===== src/rtl/axi_rd_arbiter.sv =====
// rtl/axi_rd_arbiter.sv - round-robin read arbiter from sram-like ports onto one AXI3 AR/R pair
module axi_rd_arbiter #(
  parameter int NUM_MASTERS = 2,
  parameter int ID_W        = 4,
  parameter int MAX_OUT     = 2
) (
  input  logic                     clk,
  input  logic                     reset,
  input  logic [NUM_MASTERS-1:0]   m_req,
  input  logic [2*NUM_MASTERS-1:0] m_size,
  input  logic [32*NUM_MASTERS-1:0] m_addr,
  output logic [NUM_MASTERS-1:0]   m_addr_ok,
  output logic [NUM_MASTERS-1:0]   m_data_ok,
  output logic [31:0]              m_rdata,
  output logic [ID_W-1:0]          arid,
  output logic [31:0]              araddr,
  output logic [7:0]               arlen,
  output logic [2:0]               arsize,
  output logic [1:0]               arburst,
  output logic [1:0]               arlock,
  output logic [3:0]               arcache,
  output logic [2:0]               arprot,
  output logic                     arvalid,
  input  logic                     arready,
  input  logic [ID_W-1:0]          rid,
  input  logic [31:0]              rdata,
  input  logic [1:0]               rresp,
  input  logic                     rlast,
  input  logic                     rvalid,
  output logic                     rready
);

  localparam int IW = (NUM_MASTERS > 1) ? $clog2(NUM_MASTERS) : 1;

  typedef enum logic {IDLE, AR_WAIT} state_t;

  state_t                  state;
  logic [IW-1:0]           last_grant;
  logic [2:0]              cnt [NUM_MASTERS];
  logic [NUM_MASTERS-1:0]  eligible;
  logic [NUM_MASTERS-1:0]  ar_inc;
  logic [NUM_MASTERS-1:0]  r_hit;
  logic [NUM_MASTERS-1:0]  r_dec;
  logic                    grant_found;
  logic [IW-1:0]           grant_idx;
  logic                    ar_fire;
  logic                    r_fire;
  logic                    unused;

  assign arlen   = 8'd0;
  assign arburst = 2'b01;
  assign arlock  = 2'b00;
  assign arcache = 4'd0;
  assign arprot  = 3'd0;
  assign rready  = 1'b1;
  assign unused  = ^rresp;

  assign ar_fire   = arvalid && arready;
  assign r_fire    = rvalid && rlast;
  assign m_addr_ok = ar_inc;

  always_comb begin
    eligible = '0;
    ar_inc   = '0;
    r_hit    = '0;
    r_dec    = '0;
    for (int i = 0; i < NUM_MASTERS; i++) begin
      eligible[i] = m_req[i] && (cnt[i] < 3'(MAX_OUT));
      ar_inc[i]   = ar_fire && (last_grant == IW'(i));
      // ids outside the master range match no i, so stray beats fall through here
      r_hit[i]    = r_fire && (rid == ID_W'(i));
      r_dec[i]    = r_hit[i] && (cnt[i] != 3'd0);
    end
  end

  always_comb begin
    grant_found = 1'b0;
    grant_idx   = '0;
    for (int k = 1; k <= NUM_MASTERS; k++) begin
      if (!grant_found && eligible[(int'(last_grant) + k) % NUM_MASTERS]) begin
        grant_found = 1'b1;
        grant_idx   = IW'((int'(last_grant) + k) % NUM_MASTERS);
      end
    end
  end

  always_ff @(posedge clk) begin
    if (reset) begin
      state      <= IDLE;
      arvalid    <= 1'b0;
      arid       <= '0;
      araddr     <= '0;
      arsize     <= '0;
      last_grant <= IW'(NUM_MASTERS - 1);
    end else begin
      case (state)
        IDLE: begin
          if (grant_found) begin
            arvalid    <= 1'b1;
            arid       <= ID_W'(grant_idx);
            araddr     <= m_addr[int'(grant_idx)*32 +: 32];
            arsize     <= {1'b0, m_size[int'(grant_idx)*2 +: 2]};
            last_grant <= grant_idx;
            state      <= AR_WAIT;
          end
        end
        AR_WAIT: begin
          if (arready) begin
            arvalid <= 1'b0;
            state   <= IDLE;
          end
        end
        default: state <= IDLE;
      endcase
    end
  end

  // Issue and return can hit the same counter in one cycle; they cancel.
  always_ff @(posedge clk) begin
    if (reset) begin
      m_data_ok <= '0;
      m_rdata   <= '0;
      for (int i = 0; i < NUM_MASTERS; i++) cnt[i] <= 3'd0;
    end else begin
      m_data_ok <= r_hit;
      if (|r_hit) m_rdata <= rdata;
      for (int i = 0; i < NUM_MASTERS; i++) begin
        if (ar_inc[i] && !r_dec[i]) cnt[i] <= cnt[i] + 3'd1;
        else if (r_dec[i] && !ar_inc[i]) cnt[i] <= cnt[i] - 3'd1;
      end
    end
  end

endmodule


===== config.mk =====
export PLATFORM = sky130hd
export DESIGN_NAME = axi_rd_arbiter
export DESIGN_NICKNAME = d
export VERILOG_FILES = /design/src/rtl/axi_rd_arbiter.sv
export SDC_FILE = /design/constraint.sdc
export NUM_CORES = 1
export LEC_CHECK = 0
export CAP_MARGIN = 10
export CORE_MARGIN = 2
export CORE_UTILIZATION = 34
export CTS_CLUSTER_DIAMETER = 30
export CTS_CLUSTER_SIZE = 24
export DETAILED_ROUTE_END_ITERATION = 8
export PLACE_DENSITY_LB_ADDON = 0.08
export SKIP_LAST_GASP = 1
export SYNTH_ARGS = -nofsm -noshare
export SYNTH_HDL_FRONTEND = slang
export SYNTH_SLANG_ARGS = --single-unit

===== constraint.sdc =====
create_clock -name clk -period 2.91 [get_ports clk]
set_clock_uncertainty 0.15 [all_clocks]
set_input_delay 0.582 -clock clk [delete_from_list [all_inputs] [get_ports clk]]
set_output_delay 0.582 -clock clk [all_outputs]
set_load 0.005 [all_outputs]

==> metrics.txt <==
chip height 105 um; CP Launch Type input port; Post-Synth Simple-Gate Area 16.7%; Post-synth EDFFs 6; clk root buf clkbuf_8; DR WL/cell 13.3 um; DRT antenna net count 0; WS Path Type input port to register; Total Routed Length 9.41 mm; Setup TNS 0 ps; Rows 37; synthesized area 3500 um2; Initial Util 34.5%; Final nets 684; first-pass GRT wire length 15.1 mm; Clk network pwr share 32.7%; io pins 209; # diodes 0; highest-count cells in the layout ignoring fill and taps clkdlybuf4s50_1 (181), dfxtp_1 (72), nand2_1 (69), nor2_1 (43); via/cell ratio 4.55; crit-path cells clkdlybuf4s50_1, nor4b_2, nand2_1, or4_4, fa_1, xor2_1, xnor2_1, nor2_1; maximum clock rate 0.363 GHz; clk buf depth 2; DR iter-0 viols 116; grt ovf 0; part of the cycle the worst path needs 94.7%; ratio of cells with drive above 1 in the final layout 6.47%; IO buf count 182; post-synthesis mux area share 10.3%; Pins Over Slew Limit 0; RD Place Congestion 0.685; dpl cell area 5390 um2; # Post-CTS Setup Buffers 0; Overall Power 0.00264 W; GRT Total Usage 17.1%; initial antenna violation count 0; core area 10100 um2; Arr. time, crit path 2710 ps; Net Sw Power 0.000657 W; worst hold slack 306 ps; Int Pwr 0.00199 W; TritonCTS Buffers 9; Adder-Cell Fraction of Synth Area 1.65%; final instance area 5600 um2; Synth Register Bits 78; min Tclk post-route 2760 ps; Yosys cell types 41; drt first pass iters 4; CP max-delay cell or4_4; VDD IR max 0.000235 V; CP Capture Type register; max-cap violation count 0; Synth warnings 0; DR vias 3220; total number of H-tree levels 3; clock-pin slew on the worst setup and hold paths 80 ps; Comb pwr share 21.9%; largest family of logic cells by synthesized area simple AND/OR/NAND/NOR gates; Sw Share 24.9%; Worst path max stage delay 510 ps; CP Max Fanout 3; clock sinks 78; Post-Syn Instances 390; vias in the first global route 3074; DPL Wire Length 6.77 mm; RSZ-0062 raised after global routing no; post-CTS sizing 0; Worst EP required 2870 ps; Syn Area/Cell 8.97 um2; compound-cell area share of the yosys netlist 14.4%; Async S/R FF share, synth 0%; CTS tree done; Clock Latency Late Sink 350 ps; Final Setup Violations 0; final hold violation count 0; largest net degree at the start of global routing 67; commonest non-fill, non-tap cell in the layout clkdlybuf4s50_1; full die area 11100 um2; worst hold path type register to register; xor/xnor share of the synthesized area 0.751%; ys flop type dfxtp_1; pwr dens 471 nW/um2; outcome complete, no violations; Die X 105 um; Leak 2.03 nW; Sequential Power Share 45.4%; hold buffers post-CTS 0; Seq/Total Area, Yosys 46.4%; DRC violations left 0; P&R area growth vs syn 60.3%
[metal layers]
metal  share of wire (%)  routed length (um)  global-route usage, %
met2                  46                4330                   27.0
met3                 9.3                 875                   6.56
met4                 3.1                 288                   9.14
met1                  42                3910                   20.1
met5                   0                   0                      0
[final cells by class]
type	instances	area [um2]
inverter	6	22.5
fill	914	4530
tap	136	170
clock inverter	2	36.3
clock buffer	14	174
multi-input combinational	277	1640
sequential	78	1620
timing repair buffer	195	1940
[sequential cells by signal, summed over array words and instances (netlist names)]
signal	flops
arsize	2
state	1
m_rdata	32
m_data_ok	2
last_grant	1
arid	1
arvalid	1
araddr	32
cnt	6
[Yosys cell counts, drive strengths merged (2+ instances only)]
| cell | n | area, um2 |
|---|---|---|
| ha | 3 | 37.5 |
| nor3 | 4 | 25.0 |
| edfxtp | 6 | 180 |
| mux2i | 35 | 350 |
| xor2 | 2 | 17.5 |
| a211oi | 35 | 263 |
| nand2b | 2 | 12.5 |
| or3b | 2 | 17.5 |
| dfxtp | 72 | 1440 |
| a21oi | 35 | 175 |
| nand2 | 69 | 259 |
| nor2 | 44 | 173 |
| conb | 2 | 7.51 |
| clkbuf | 20 | 75.1 |
| buf | 31 | 235 |
| inv | 6 | 22.5 |
| or4 | 2 | 18.8 |
| o21ai | 3 | 15.0 |
[final timing paths]
| path | start | end | slack, ps | cells after the start |
|---|---|---|---|---|
| worst max-delay path | rid[1] | cnt[0][2]$_SDFFCE_PN0P_ | 150 | 8 |
| worst min-delay path | m_rdata[7]$_SDFFE_PP0P_ | m_rdata[7]$_SDFFE_PP0P_ | 310 | 2 |
| worst max register to register | last_grant$_SDFFE_PP1P_ | cnt[0][2]$_SDFFCE_PN0P_ | 680 | 6 |
| worst min register to register | m_rdata[7]$_SDFFE_PP0P_ | m_rdata[7]$_SDFFE_PP0P_ | 310 | 2 |
[worst max-delay path: cells and delay by family]
family | cells | cell delay, ps
simple gates | 4 | 1040
xor+xnor | 2 | 300
buf+inv | 1 | 410
fa+ha+maj | 1 | 380
[logic make-up after synthesis]
kind of cell             Yosys count
XOR/XNOR                           3
AND/OR/NAND/NOR                  131
other                              2
adder cells (fa/ha/maj)            4
flip-flops                        78
buffers and inverters             57
AO/OA/AOI/OAI                     79
multiplexers                      36
[power groups by stage]
| stage | clock (W) | sequential [W] | combinational [W] |
|---|---|---|---|
| after floorplan | 0 | 0.00123 | 0.000261 |
| after global placement | 0 | 0.00122 | 0.000581 |
| after detailed placement | 0 | 0.00122 | 0.000586 |
| after CTS | 0.000897 | 0.00120 | 0.000589 |
| after global routing | 0.000940 | 0.00121 | 0.000637 |
| final | 0.000864 | 0.00120 | 0.000579 |
[through the flow]
step                util [%]  setup slack, ps  instances
floorplan                  -              118        412
global placement        53.2             -196        692
detailed placement      53.2             -228        692
CTS                     55.3              166        708
global route            55.3             2.61        708
finish                  55.3              153        708
Power figures use the tool's default switching activity.
